==> src/rtl/keypad_scan_debounce.sv <==
// 4x4 matrix keypad scanner: one-cold column drive, synchronised row sampling,
// whole-scan ghost rejection and press/release debouncing with a one-cycle strobe.
module keypad_scan_debounce #(
  parameter int SCAN_DIV       = 1000,
  parameter int DEBOUNCE_SCANS = 4
) (
  input  logic       clk,
  input  logic       rst_n,
  input  logic       ena,
  input  logic [3:0] row_in,
  output logic [3:0] col_out,
  output logic [3:0] key_code,
  output logic       key_valid,
  output logic       key_held
);

  typedef enum logic [1:0] {
    ST_IDLE     = 2'd0,
    ST_DEBOUNCE = 2'd1,
    ST_HELD     = 2'd2
  } state_t;

  logic [3:0]  row_s1_q, row_s2_q;
  logic [15:0] dwell_q, dwell_d;
  logic [1:0]  col_q, col_d;
  logic        full_q, full_d;
  logic [1:0]  acc_cnt_q, acc_cnt_d;
  logic [3:0]  acc_code_q, acc_code_d;
  state_t      state_q, state_d;
  logic [3:0]  cand_q, cand_d;
  logic [3:0]  dbc_q, dbc_d;
  logic [3:0]  rcnt_q, rcnt_d;
  logic [3:0]  key_code_q, key_code_d;
  logic        key_valid_q, key_valid_d;
  logic        key_held_q, key_held_d;

  logic        sample, scan_end, hit, accept;
  logic [2:0]  col_lows, total;
  logic [1:0]  row_idx;
  logic [3:0]  scan_code;

  function automatic logic [3:0] key_lut(input logic [1:0] r, input logic [1:0] c);
    case ({r, c})
      4'h0: key_lut = 4'h1;  4'h1: key_lut = 4'h2;  4'h2: key_lut = 4'h3;  4'h3: key_lut = 4'hA;
      4'h4: key_lut = 4'h4;  4'h5: key_lut = 4'h5;  4'h6: key_lut = 4'h6;  4'h7: key_lut = 4'hB;
      4'h8: key_lut = 4'h7;  4'h9: key_lut = 4'h8;  4'hA: key_lut = 4'h9;  4'hB: key_lut = 4'hC;
      4'hC: key_lut = 4'hE;  4'hD: key_lut = 4'h0;  4'hE: key_lut = 4'hF;  default: key_lut = 4'hD;
    endcase
  endfunction

  // Per-scan accumulation: low-bit count saturates at 2 since anything above one is no-key.
  always_comb begin
    sample   = ena && (dwell_q == 16'(SCAN_DIV - 1));
    scan_end = sample && (col_q == 2'd3);
    col_lows = {2'b00, ~row_s2_q[0]} + {2'b00, ~row_s2_q[1]}
             + {2'b00, ~row_s2_q[2]} + {2'b00, ~row_s2_q[3]};
    row_idx = 2'd0;
    if (!row_s2_q[0])      row_idx = 2'd0;
    else if (!row_s2_q[1]) row_idx = 2'd1;
    else if (!row_s2_q[2]) row_idx = 2'd2;
    else if (!row_s2_q[3]) row_idx = 2'd3;
    total     = ((col_q == 2'd0) ? 3'd0 : {1'b0, acc_cnt_q}) + col_lows;
    scan_code = (col_lows == 3'd1) ? key_lut(row_idx, col_q) : acc_code_q;
    hit       = (total == 3'd1);
  end

  always_comb begin
    dwell_d    = dwell_q;
    col_d      = col_q;
    full_d     = full_q;
    acc_cnt_d  = acc_cnt_q;
    acc_code_d = acc_code_q;
    if (!ena) begin
      dwell_d = 16'd0;
      full_d  = 1'b0;
    end else if (sample) begin
      dwell_d    = 16'd0;
      col_d      = col_q + 2'd1;
      acc_cnt_d  = (total >= 3'd2) ? 2'd2 : total[1:0];
      acc_code_d = scan_code;
      if (col_q == 2'd0) full_d = 1'b1;
    end else begin
      dwell_d = dwell_q + 16'd1;
    end
  end

  // A scan end only counts when column 0 was sampled since the last enable.
  always_comb begin
    state_d = state_q;
    cand_d  = cand_q;
    dbc_d   = dbc_q;
    rcnt_d  = rcnt_q;
    accept  = 1'b0;
    if (!ena) begin
      state_d = ST_IDLE;
      dbc_d   = 4'd0;
      rcnt_d  = 4'd0;
    end else if (scan_end && full_q) begin
      case (state_q)
        ST_IDLE: begin
          if (hit) begin
            cand_d = scan_code;
            dbc_d  = 4'd1;
            if (DEBOUNCE_SCANS == 1) accept = 1'b1;
            else state_d = ST_DEBOUNCE;
          end
        end
        ST_DEBOUNCE: begin
          if (hit && (scan_code == cand_q)) begin
            dbc_d = dbc_q + 4'd1;
            if (dbc_q + 4'd1 == 4'(DEBOUNCE_SCANS)) accept = 1'b1;
          end else begin
            state_d = ST_IDLE;
            dbc_d   = 4'd0;
          end
        end
        ST_HELD: begin
          if (!hit) begin
            rcnt_d = rcnt_q + 4'd1;
            if (rcnt_q + 4'd1 == 4'(DEBOUNCE_SCANS)) begin
              state_d = ST_IDLE;
              rcnt_d  = 4'd0;
            end
          end else begin
            rcnt_d = 4'd0;
          end
        end
        default: state_d = ST_IDLE;
      endcase
      if (accept) begin
        state_d = ST_HELD;
        rcnt_d  = 4'd0;
        dbc_d   = 4'd0;
      end
    end
  end

  always_comb begin
    key_valid_d = accept;
    key_code_d  = accept ? cand_d : key_code_q;
    key_held_d  = (state_d == ST_HELD);
  end

  always_ff @(posedge clk or negedge rst_n) begin
    if (!rst_n) begin
      row_s1_q    <= 4'hF;
      row_s2_q    <= 4'hF;
      dwell_q     <= 16'd0;
      col_q       <= 2'd0;
      full_q      <= 1'b0;
      acc_cnt_q   <= 2'd0;
      acc_code_q  <= 4'd0;
      state_q     <= ST_IDLE;
      cand_q      <= 4'd0;
      dbc_q       <= 4'd0;
      rcnt_q      <= 4'd0;
      key_code_q  <= 4'd0;
      key_valid_q <= 1'b0;
      key_held_q  <= 1'b0;
    end else begin
      row_s1_q    <= row_in;
      row_s2_q    <= row_s1_q;
      dwell_q     <= dwell_d;
      col_q       <= col_d;
      full_q      <= full_d;
      acc_cnt_q   <= acc_cnt_d;
      acc_code_q  <= acc_code_d;
      state_q     <= state_d;
      cand_q      <= cand_d;
      dbc_q       <= dbc_d;
      rcnt_q      <= rcnt_d;
      key_code_q  <= key_code_d;
      key_valid_q <= key_valid_d;
      key_held_q  <= key_held_d;
    end
  end

  assign col_out   = ena ? ~(4'b0001 << col_q) : 4'b1111;
  assign key_code  = key_code_q;
  assign key_valid = key_valid_q;
  assign key_held  = key_held_q;

endmodule

==> config.mk <==
export PLATFORM = sky130hd
export DESIGN_NAME = keypad_scan_debounce
export DESIGN_NICKNAME = d
export VERILOG_FILES = /design/src/rtl/keypad_scan_debounce.sv
export SDC_FILE = /design/constraint.sdc
export NUM_CORES = 1
export LEC_CHECK = 0
export ABC_AREA = 1
export CAP_MARGIN = 20
export CORE_MARGIN = 2
export CORE_UTILIZATION = 63
export CTS_CLUSTER_SIZE = 20
export DETAILED_ROUTE_END_ITERATION = 12
export DONT_BUFFER_PORTS = 1
export PLACE_DENSITY = 0.79
export SYNTH_ARGS = -nofsm -noshare
export SYNTH_HDL_FRONTEND = slang
export SYNTH_SLANG_ARGS = --single-unit
==> constraint.sdc <==
create_clock -name clk -period 4 [get_ports clk]
set_clock_uncertainty 0.2 [all_clocks]
set_input_delay 1.2 -clock clk [delete_from_list [all_inputs] [get_ports clk]]
set_output_delay 1.2 -clock clk [all_outputs]
set_load 0.005 [all_outputs]
==> results.md, run 1 <==
* CTS root buffer: clkbuf_8
* Pre-antenna DRT Iters at 4
* Most used cell, CP: inv_1
* Worst Hold Launch: row_s1_q[2]$_DFF_PN1_
* Largest family of logic cells by synthesized area: simple AND/OR/NAND/NOR gates
* Final wirelength at 5.07 mm
* FP Rows at 24
* Status: finished, final reports clean
* DR vias at about 2,200
* DRC errors left at 0
* Slowest CP cell: fa_1
* Minimum clock period at roughly 3.4 ns
* Maximum VDD drop at 0.248 mV
* Antenna Nets Post-Route at 0
* Post-CTS setup buffer count at 0
* Pleak at between 0.0015 and 0.002 uW
* Initial antenna violation count at 0
* Fill count at roughly 350
* Hold path cells at 0
* CP endpoint kind: register
* Dpl ws at slightly above 0.6 ns
* Synth Area in Adders at 6.51%
* Layout cells sized above 1 at between 10% and 20%
* Clk sinks at between 50 and 60
* Compound-gate portion of the synthesized area at 5.05%
* Via/cell ratio at 5.31
* CP Launch Type: register
* Unique masters post-synth at 37
* Worst reg-to-reg path cell count at 15
* Slowest stage delay, CP at approximately 0.53 ns
* Global route overflow at 0
* Multi-input gate area at between 1000 and 1500 um2
* Post-Syn Instances at 361
* Die Y at a little over 70 um
* Initial Util at between 60% and 70%
* Finished Layout Cells at 417
* Ant diodes at 0
* Die area at a little over 5000 um2
* DR WL/cell at approximately 12 um
* Utilization after layout at around 70%
* Worst r2r src: row_s2_q[0]$_DFF_PN1_
* Worst setup margin at ~0.56 ns
* Clk Latency, worst-skew pair at a little over 0.3 ns
* Final worst-path cycle share at a little under nine tenths
* Seq. cell area at 1340 um2
* Fin. max-slew vios at 0
* Post-CTS sizing at 0
* Relative slew slack at 40.1%
* All-Layer GR Usage at 22.2%
* Core ar. at about 4400 um2
* I/O pins at 17
* GP Congestion at a little over 0.9
* CP Class: register to register
* FMAX at between 0.2 and 0.3 GHz
* Buffers plus inverters on the worst setup path at 4
* Most frequent cells in the layout: nand2_1 (92), inv_1 (54), dfrtp_1 (45)
* Placed instance count at 409
* Worst hold slack at about 0.16 ns
* Register area share after synthesis at between 40 and 50%
* Pwr Density at around 340 nW/um2
* Setup_tns at 0 ns
* Number of buffers created by CTS at 5
* Worst hold endpoint: row_s2_q[2]$_DFF_PN1_
* Final hold viol count at 0
* Number of global-route vias before repair at approximately 2,100
* Clock buffer depth at 2
* Hpwl dp at between 3 and 4 mm
* Avg Inst Size Synth at approximately 8 um2
* Area Growth Syn to Fin at 5.61%
* Nets@finish at ~390
* Critical-path cell list: fa_1 > inv_1 > ha_1 > ha_1 > inv_1 > fa_1 > or2_2 > nand4_1 > nand2_1 > inv_1 > nand2_1 > nand3_1 > inv_1 > nand4_1 > o21ai_0
* Clock-pin slew on the worst setup and hold paths at about 0.080 ns
* Sw Pwr at between 200 and 300 uW
* Largest net degree at the start of global routing at 54
* CTS Hold Bufs at 0
* Worst endpoint required time at 3.99 ns
* Synth Area in XOR/XNOR at under 10%
* Endpoints failing setup at 0
* RSZ-0062 raised after global routing: no
* Sw Ratio at 24.5%
* Worst r2r dst: dbc_q[3]$_DFFE_PN0P_
* Warnings from Yosys at 0
* Internal power at 803 uW
* Die Width at between 70 and 80 um
* First DRT Iteration DRCs at 110
* Mux cell area share after synthesis at 0.771%
* CP delay by family, top: adder cells
* TritonCTS clock tree: built
* Logic gate share of total power at 11.4%
* CTS H-tree lvls at 2
* Clk pwr share at approximately a third
* Worst hold path class: register to register
* Simple-Gate Fraction of Synth Area at 32.5%
* Post-Syn Nets at about 380
* R2R Setup Slk at 0.56 ns
* Yosys reg bits at 53
* Max Cap Viol at 0
* CP Max Fanout at 7
* Worst-Margin Slew at between 0.8 and 0.9 ns
* IO buf count at 0
* Cell Area, Synth at 2920 um2
* Sequential Power Share at between 50 and 60%
* WP data arrival at roughly 3.4 ns
* First-pass GRT wire length at slightly above 9 mm
* Most common cell after layout, fill and taps aside: nand2_1
worst max path at each step:
stage                     startpoint                       to  cells past startpoint
6_report       row_s2_q[0]$_DFF_PN1_     dbc_q[3]$_DFFE_PN0P_                     15
5_1_grt        row_s2_q[0]$_DFF_PN1_     dbc_q[3]$_DFFE_PN0P_                     15
4_1_cts        row_s2_q[0]$_DFF_PN1_     dbc_q[3]$_DFFE_PN0P_                     15
3_5_place_dp   row_s2_q[0]$_DFF_PN1_  key_code[0]$_DFFE_PN0P_                     14
3_3_place_gp   row_s2_q[0]$_DFF_PN1_     dbc_q[3]$_DFFE_PN0P_                     15
2_1_floorplan  row_s2_q[0]$_DFF_PN1_     dbc_q[3]$_DFFE_PN0P_                     15
worst reg2reg max path, delay by kind of cell, from the launching register on:
kind	cells	cell delay (ns)
fa+ha+maj	4	1.42
flops	1	0.42
compound gates	1	0.08
simple gates	6	0.88
buf+inv	4	0.32
cell usage after synthesis (all sizes together):
library cell / instances / area [um2]
a31oi: 3 / 18.8
dfrtp: 45 / 1130
nand4: 7 / 50.1
dfstp: 8 / 210
ha: 12 / 150
o22ai: 1 / 6.26
nand2: 102 / 413
nand3: 34 / 210
nor2: 40 / 176
fa: 2 / 40.0
inv: 54 / 203
o21a: 5 / 37.5
xor2: 4 / 35.0
buf: 1 / 5.00
xnor2: 1 / 8.76
or2: 2 / 12.5
clkbuf: 3 / 12.5
nor3: 12 / 60.1
clkinv: 2 / 12.5
nor4: 1 / 6.26
nor3b: 1 / 7.51
o21ai: 10 / 50.1
nand3b: 1 / 7.51
a21oi: 7 / 35.0
and3: 1 / 6.26
mux2: 2 / 22.5
registers in the layout, indices dropped and copies added (netlist names):
register	count
acc_cnt_q	2
dbc_q	4
acc_code_q	4
dwell_q	16
key_held	1
state_q	2
col_q	2
row_s1_q	4
key_code	4
cand_q	4
rcnt_q	4
key_valid	1
row_s2_q	4
full_q	1
stage by stage:
stage	power, uW	area (um2)
6_report	1060	3090
5_1_grt	1120	3090
4_1_cts	1070	3090
3_5_place_dp	705	2970
3_3_place_gp	701	2970
2_1_floorplan	683	2920
layout make-up:
cell class / instances / share of cell area, %
sequential: 53 / 43.3
clock buffer: 7 / 2.80
multi-input combinational: 248 / 43.9
inverter: 56 / 6.97
tap: 52 / 2.11
clock inverter: 1 / 0.973
logic make-up (layout without fill, tap and decap cells):
logic type | after synthesis | in the layout
compound gates | 26 | 26
xor+xnor | 5 | 5
fa+ha+maj | 14 | 14
buf+inv | 60 | 64
flops | 53 | 53
mux | 2 | 2
simple gates | 201 | 201
power by group through the flow:
| stage | Sequential (uW) | Combinational, uW | Clock (uW) |
|---|---|---|---|
| floorplan | 579 | 104 | 0 |
| global placement | 583 | 118 | 0 |
| detailed placement | 584 | 121 | 0 |
| CTS | 574 | 122 | 378 |
| global route | 576 | 142 | 397 |
| finish | 574 | 121 | 370 |
layer usage:
layer  global-route usage, %  up-vias  wire [um]
met3                    4.86        4        214
met4                    7.97        0         69
li1                        -     1146          -
met1                    28.4     1020       2340
met2                    37.1       45       2440
met5                       0        -          0
Power figures use the tool's default switching activity.
==> run 2, diff against run 1 <==
==> constraint.sdc (replaced) <==
create_clock -name clk -period 4 [get_ports clk]
set_clock_uncertainty 0.2 [all_clocks]
set_input_delay 1.2 -clock clk [delete_from_list [all_inputs] [get_ports clk]]
set_output_delay 1.2 -clock clk [all_outputs]
set_load 0.02 [all_outputs]
==> results.md, run 2 (synthesized netlist as in run 1, its figures left out) <==
* Status: finished, final reports clean
* Number of buffers created by CTS at 5 (unchanged)
* Critical-path cell list: fa_1 > inv_1 > ha_1 > ha_1 > inv_1 > fa_1 > or2_2 > nand4_1 > nand2_1 > inv_1 > nand2_1 > nand3_1 > inv_1 > nand4_1 > o21ai_0
* First-pass GRT wire length at 9.24 mm (+1.9%)
* Max Cap Viol at 0 (unchanged)
* Most common cell after layout, fill and taps aside: nand2_1
* Worst hold path class: register to register
* Met1 Wirelength at 2.33 mm (-0.38%)
* Relative slew slack at 43.1% (+3.0 points)
* Final hold viol count at 0 (unchanged)
* Max FFs per register at 16 (unchanged)
* Minimum clock period at 3.42 ns (-0.0154 ns)
* DRC errors left at 0 (unchanged)
* Pre-antenna DRT Iters at 4 (unchanged)
* Worst-Margin Slew at 0.850 ns (-0.0446 ns)
* Ant diodes at 0 (unchanged)
* Initial antenna violation count at 0 (unchanged)
* Slowest stage delay, CP at 0.53 ns (about the same)
* IO buf count at 0 (unchanged)
* Via/cell ratio at 5.37 (+1.1%)
* Worst hold slack at 0.159 ns (+0.000107 ns)
* CTS H-tree lvls at 2 (unchanged)
* Pwr Density at 346 nW/um2 (+0.21%)
* CP delay by family, top: adder cells
* Die area at 5200 um2 (unchanged)
* Final wirelength at 5.15 mm (+1.6%)
* CP endpoint kind: register
* Critical Path Start: row_s2_q[0]$_DFF_PN1_
* Die Y at 72.1 um (unchanged)
* Maximum VDD drop at 0.260 mV (+4.7%)
* Pleak at 0.00162 uW (unchanged)
* Hpwl dp at 3.82 mm (+2.4%)
* Worst Hold Launch: row_s1_q[2]$_DFF_PN1_
* Fill count at 344 (-0.58%)
* Initial Util at 66.2% (unchanged)
* DR WL met3 at 207 um (-3.3%)
* Buffers plus inverters on the worst setup path at 4 (unchanged)
* Clk Latency, worst-skew pair at 0.30 ns (about the same)
* CTS root buffer: clkbuf_8
* WP data arrival at 3.41 ns (-0.02 ns)
* Worst r2r src: row_s2_q[0]$_DFF_PN1_
* DR WL/cell at 12.4 um (+1.6%)
* FMAX at 0.292 GHz (+0.45%)
* Die Width at 72.1 um (unchanged)
* Endpoints failing setup at 0 (unchanged)
* CP Class: register to register
* RSZ-0062 raised after global routing: no
* Nets@finish at 385 (unchanged)
* Largest net degree at the start of global routing at 54 (unchanged)
* Core ar. at 4410 um2 (unchanged)
* First DRT Iteration DRCs at 157 (+43%)
* Most frequent cells in the layout: nand2_1 (92), inv_1 (54), dfrtp_1 (45)
* Final worst-path cycle share at 85.5% (-0.38 points)
* Clk sinks at 53 (unchanged)
* Most used cell, CP: inv_1
* Slowest CP cell: fa_1
* Fin. max-slew vios at 0 (unchanged)
* TritonCTS clock tree: built
* CTS Hold Bufs at 0 (unchanged)
* DR vias at 2,239 (+1.1%)
* All-Layer GR Usage at 22.6% (+0.42 points)
* Worst endpoint required time at 3.99 ns (about the same)
* Post-CTS sizing at 0 (unchanged)
* Global route overflow at 0 (unchanged)
* I/O pins at 17 (unchanged)
* DR top layer: met4
* Clock-pin slew on the worst setup and hold paths at 0.09 ns (about the same)
* GP Congestion at 0.924 (about the same)
* CP Launch Type: register
* Met2 wire length at 2.54 mm (+4.2%)
* FP Rows at 24 (unchanged)
* Post-CTS setup buffer count at 0 (unchanged)
* Top reg by flops: dwell_q
* Number of global-route vias before repair at 2,220 (+4.1%)
* CP Max Fanout at 7 (unchanged)
* Setup_tns at 0 ns (unchanged)
* Layout cells sized above 1 at 10.4% (unchanged)
* Clock buffer depth at 2 (unchanged)
* Antenna Nets Post-Route at 0 (unchanged)
* Area Growth Syn to Fin at 5.61% (unchanged)
## run 2: cell counts in the layout (fill, tap and decap cells not counted)
No cell type changed its count.
## run 2: worst paths after layout
kind / end / slack (ns) / depth (start not counted)
setup / recovery: dbc_q[3]$_DFFE_PN0P_ / 0.58 / 15
hold / removal: row_s2_q[2]$_DFF_PN1_ / 0.16 / 0
setup reg to reg: dbc_q[3]$_DFFE_PN0P_ / 0.58 / 15
hold reg to reg: row_s2_q[2]$_DFF_PN1_ / 0.16 / 0
max in group asynchronous: row_s1_q[1]$_DFF_PN1_ / 3.03 / 0
min in group asynchronous: dwell_q[8]$_DFF_PN0_ / 0.38 / 0
## run 2: stage by stage
stage / worst slack [ns] / util [%] / power [uW] / instances / cell area, um2
finish: 0.579 / 69.9 / 1070 / 417 / 3090
global route: 0.339 / 69.9 / 1120 / 417 / 3090
CTS: 0.562 / 69.9 / 1080 / 417 / 3090
detailed placement: 0.611 / 67.3 / 707 / 409 / 2970
global placement: 0.703 / 67.3 / 703 / 409 / 2970
floorplan: 0.766 / - / 685 / 361 / 2920
## run 2: layer usage
| layer | track usage (%) | up-vias |
|---|---|---|
| li1 | - | 1145 |
| met2 | 38.9 | 42 |
| met4 | 8.60 | 0 |
| met1 | 28.0 | 1047 |
| met5 | 0 | - |
| met3 | 4.58 | 5 |
## run 2: power breakdown
part           internal, uW  total [uW]  switching (uW)
combinational          43.3         124            80.5
clock                   204         369             165
sequential              556         574            17.8
## run 2: final cells by class
type	count	area [um2]	area share, %
clock inverter	1	30.0	0.973
inverter	56	215	6.97
tap	52	65.1	2.11
multi-input combinational	248	1350	43.9
sequential	53	1340	43.3
clock buffer	7	86.3	2.80
==> run 3, diff against run 2 <==
--- a/config.mk
+++ b/config.mk
@@ -8,11 +8,11 @@
 export ABC_AREA = 1
 export CAP_MARGIN = 20
 export CORE_MARGIN = 2
-export CORE_UTILIZATION = 63
+export CORE_UTILIZATION = 51
 export CTS_CLUSTER_SIZE = 20
 export DETAILED_ROUTE_END_ITERATION = 12
 export DONT_BUFFER_PORTS = 1
-export PLACE_DENSITY = 0.79
+export PLACE_DENSITY = 0.66
 export SYNTH_ARGS = -nofsm -noshare
 export SYNTH_HDL_FRONTEND = slang
 export SYNTH_SLANG_ARGS = --single-unit
==> constraint.sdc (replaced) <==
create_clock -name clk -period 3.7 [get_ports clk]
set_clock_uncertainty 0.2 [all_clocks]
set_input_delay 1.11 -clock clk [delete_from_list [all_inputs] [get_ports clk]]
set_output_delay 1.11 -clock clk [all_outputs]
set_load 0.02 [all_outputs]
==> results.md, run 3 (synthesized netlist as in run 1, its figures left out) <==
* Design Area, Final at 3100 um2 (+0.32%)
* Fin. max-slew vios at 0 (unchanged)
* Worst r2r dst: dbc_q[3]$_DFFE_PN0P_
* DR WL/cell at 12.0 um (-2.5%)
* Clk sinks at 53 (unchanged)
* DP Area at 3000 um2 (+0.84%)
* Endpoints failing setup at 0 (unchanged)
* GP Congestion at 0.837 (-9.5%)
* Pleak at 0.00161 uW (-0.55%)
* Largest net degree at the start of global routing at 54 (unchanged)
* Initial Util at 53.1% (-13 points)
* Worst endpoint required time at 3.70 ns (-0.29 ns)
* CP Launch Type: register
* Final worst-path cycle share at 92.0% (+6.5 points)
* Die Y at 79.7 um (+11%)
* Final wirelength at 5.28 mm (+2.4%)
* Worst hold path class: register to register
* Most used cell, CP: inv_1
* Relative slew slack at 44.8% (+1.7 points)
* Most common cell after layout, fill and taps aside: nand2_1
* Worst r2r src: row_s2_q[0]$_DFF_PN1_
* CTS Hold Bufs at 0 (unchanged)
* Hold path cells at 0 (unchanged)
* R2R Setup Slk at 0.29 ns (-0.29 ns)
* Area Growth Syn to Fin at 5.95%
* Critical-path cell list: fa_1 > inv_1 > ha_1 > ha_1 > inv_1 > fa_1 > or2_2 > nand4_1 > nand2_1 > inv_1 > nand2_1 > nand3_1 > inv_1 > nand4_1 > o21ai_0
* Pwr Density at 354 nW/um2 (+2.5%)
* Ant diodes at 0 (unchanged)
* First-pass GRT wire length at 9.63 mm (+4.2%)
* Layout cells sized above 1 at 10.9% (+0.52 points)
* Global route overflow at 0 (unchanged)
* Minimum clock period at 3.41 ns (-0.0150 ns)
* Number of buffers created by CTS at 5 (unchanged)
* TritonCTS clock tree: built
* Dpl ws at 0.299 ns (-0.312 ns)
* Number of global-route vias before repair at 2,186 (-1.5%)
* DRC errors left at 0 (unchanged)
* I/O pins at 17 (unchanged)
* Max FFs per register at 16 (unchanged)
* FMAX at 0.294 GHz (+0.44%)
* Most frequent cells in the layout: nand2_1 (92), inv_1 (54), dfrtp_1 (45)
* IO buf count at 0 (unchanged)
* WP data arrival at 3.40 ns (about the same)
* Slowest CP cell: fa_1
* Worst Hold Launch: row_s1_q[0]$_DFF_PN1_
* DR vias at 2,204 (-1.6%)
* CTS root buffer: clkbuf_8
* Die Width at 79.7 um (+11%)
* Clock-pin slew on the worst setup and hold paths at 0.10 ns (about the same)
* Setup_tns at 0 ns (unchanged)
* FP Rows at 27 (+13%)
* CP endpoint kind: register
* Max Cap Viol at 0 (unchanged)
* Slowest stage delay, CP at 0.53 ns (about the same)
* All-Layer GR Usage at 19.3% (-3.3 points)
* First DRT Iteration DRCs at 101 (-36%)
* Clk Latency, worst-skew pair at 0.31 ns (about the same)
* Worst-Margin Slew at 0.826 ns (-0.0248 ns)
* Status: finished, final reports clean
* Top reg by flops: dwell_q
* Clock buffer depth at 2 (unchanged)
* Die area at 6350 um2 (+22%)
* Worst setup margin at 0.294 ns (-0.285 ns)
* Final hold viol count at 0 (unchanged)
* Worst reg-to-reg path cell count at 15 (unchanged)
* Maximum VDD drop at 0.183 mV (-30%)
* CP Max Fanout at 7 (unchanged)
* Pwr Total at 1100 uW (+2.9%)
* RSZ-0062 raised after global routing: no
* Pre-antenna DRT Iters at 4 (unchanged)
* Worst hold endpoint: row_s2_q[0]$_DFF_PN1_
* CP Class: register to register
* CTS H-tree lvls at 2 (unchanged)
* Antenna Nets Post-Route at 0 (unchanged)
* Core ar. at 5510 um2 (+25%)
* Nets@finish at 386 (+0.26%)
* Hpwl dp at 3.96 mm (+3.6%)
* Via/cell ratio at 5.03 (-6.3%)
* Initial antenna violation count at 0 (unchanged)
[run 3: cell count changes in the layout (fill, tap and decap cells not counted)]
cell / change
inv_6: +2
buf_4: +1
bufinv_16: -1
clkbuf_1: -1
clkbuf_8: -1
clkinvlp_4: +1
[run 3: per-layer routing]
metal / vias to the layer above / share of wire (%) / GRT usage, %
met5: - / 0 / 0
met4: 0 / 1.4 / 6.03
met3: 6 / 2.9 / 4.19
met2: 22 / 48 / 32.0
met1: 1032 / 48 / 25.2
li1: 1144 / - / -
[run 3: through the flow]
stage | std cells | utilization (%) | hold slack (ns)
after floorplan | 361 | - | 0.145
after global placement | 429 | 54.4 | 0.146
after detailed placement | 429 | 54.4 | 0.147
after CTS | 437 | 56.1 | 0.164
after global routing | 438 | 56.2 | 0.167
final | 438 | 56.2 | 0.162
[run 3: timing repair]
item / in CTS / in global routing
gates resized for setup: 0 / 0
hold endpoints to repair: 0 / 0
buffers inserted: 0 / 1
setup endpoints to repair: 0 / 1
[run 3: worst max-delay path: cells and delay by family (launching register included)]
kind,cells,cell delay [ns]
AOI/OAI and AO/OA,1,0.07
adders and majority gates,4,1.41
and+or+nand+nor,6,0.87
DFF,1,0.43
buffers and inverters,4,0.32
[run 3: how the worst max path moves through the flow]
stage	cells past startpoint	to	startpoint
floorplan	15	dbc_q[3]$_DFFE_PN0P_	row_s2_q[0]$_DFF_PN1_
global placement	15	dbc_q[3]$_DFFE_PN0P_	row_s2_q[0]$_DFF_PN1_
detailed placement	15	dbc_q[3]$_DFFE_PN0P_	row_s2_q[0]$_DFF_PN1_
CTS	15	dbc_q[3]$_DFFE_PN0P_	row_s2_q[0]$_DFF_PN1_
global route	15	dbc_q[3]$_DFFE_PN0P_	row_s2_q[0]$_DFF_PN1_
finish	15	dbc_q[3]$_DFFE_PN0P_	row_s2_q[0]$_DFF_PN1_
[run 3: area by class of cell]
type | count | area, um2
Fill cell | 508 | 2410
Timing Repair Buffer | 1 | 7.51
Multi-Input combinational cell | 248 | 1350
Sequential cell | 53 | 1340
Inverter | 56 | 215
Clock buffer | 5 | 68.8
Tap cell | 72 | 90.1
Clock inverter | 3 | 25.0
[run 3: power breakdown]
group / total, uW / switching [uW] / internal, uW
logic: 138 / 88.1 / 50.3
registers: 621 / 19.5 / 601
clock network: 338 / 200 / 138
total: 1100 / 307 / 790
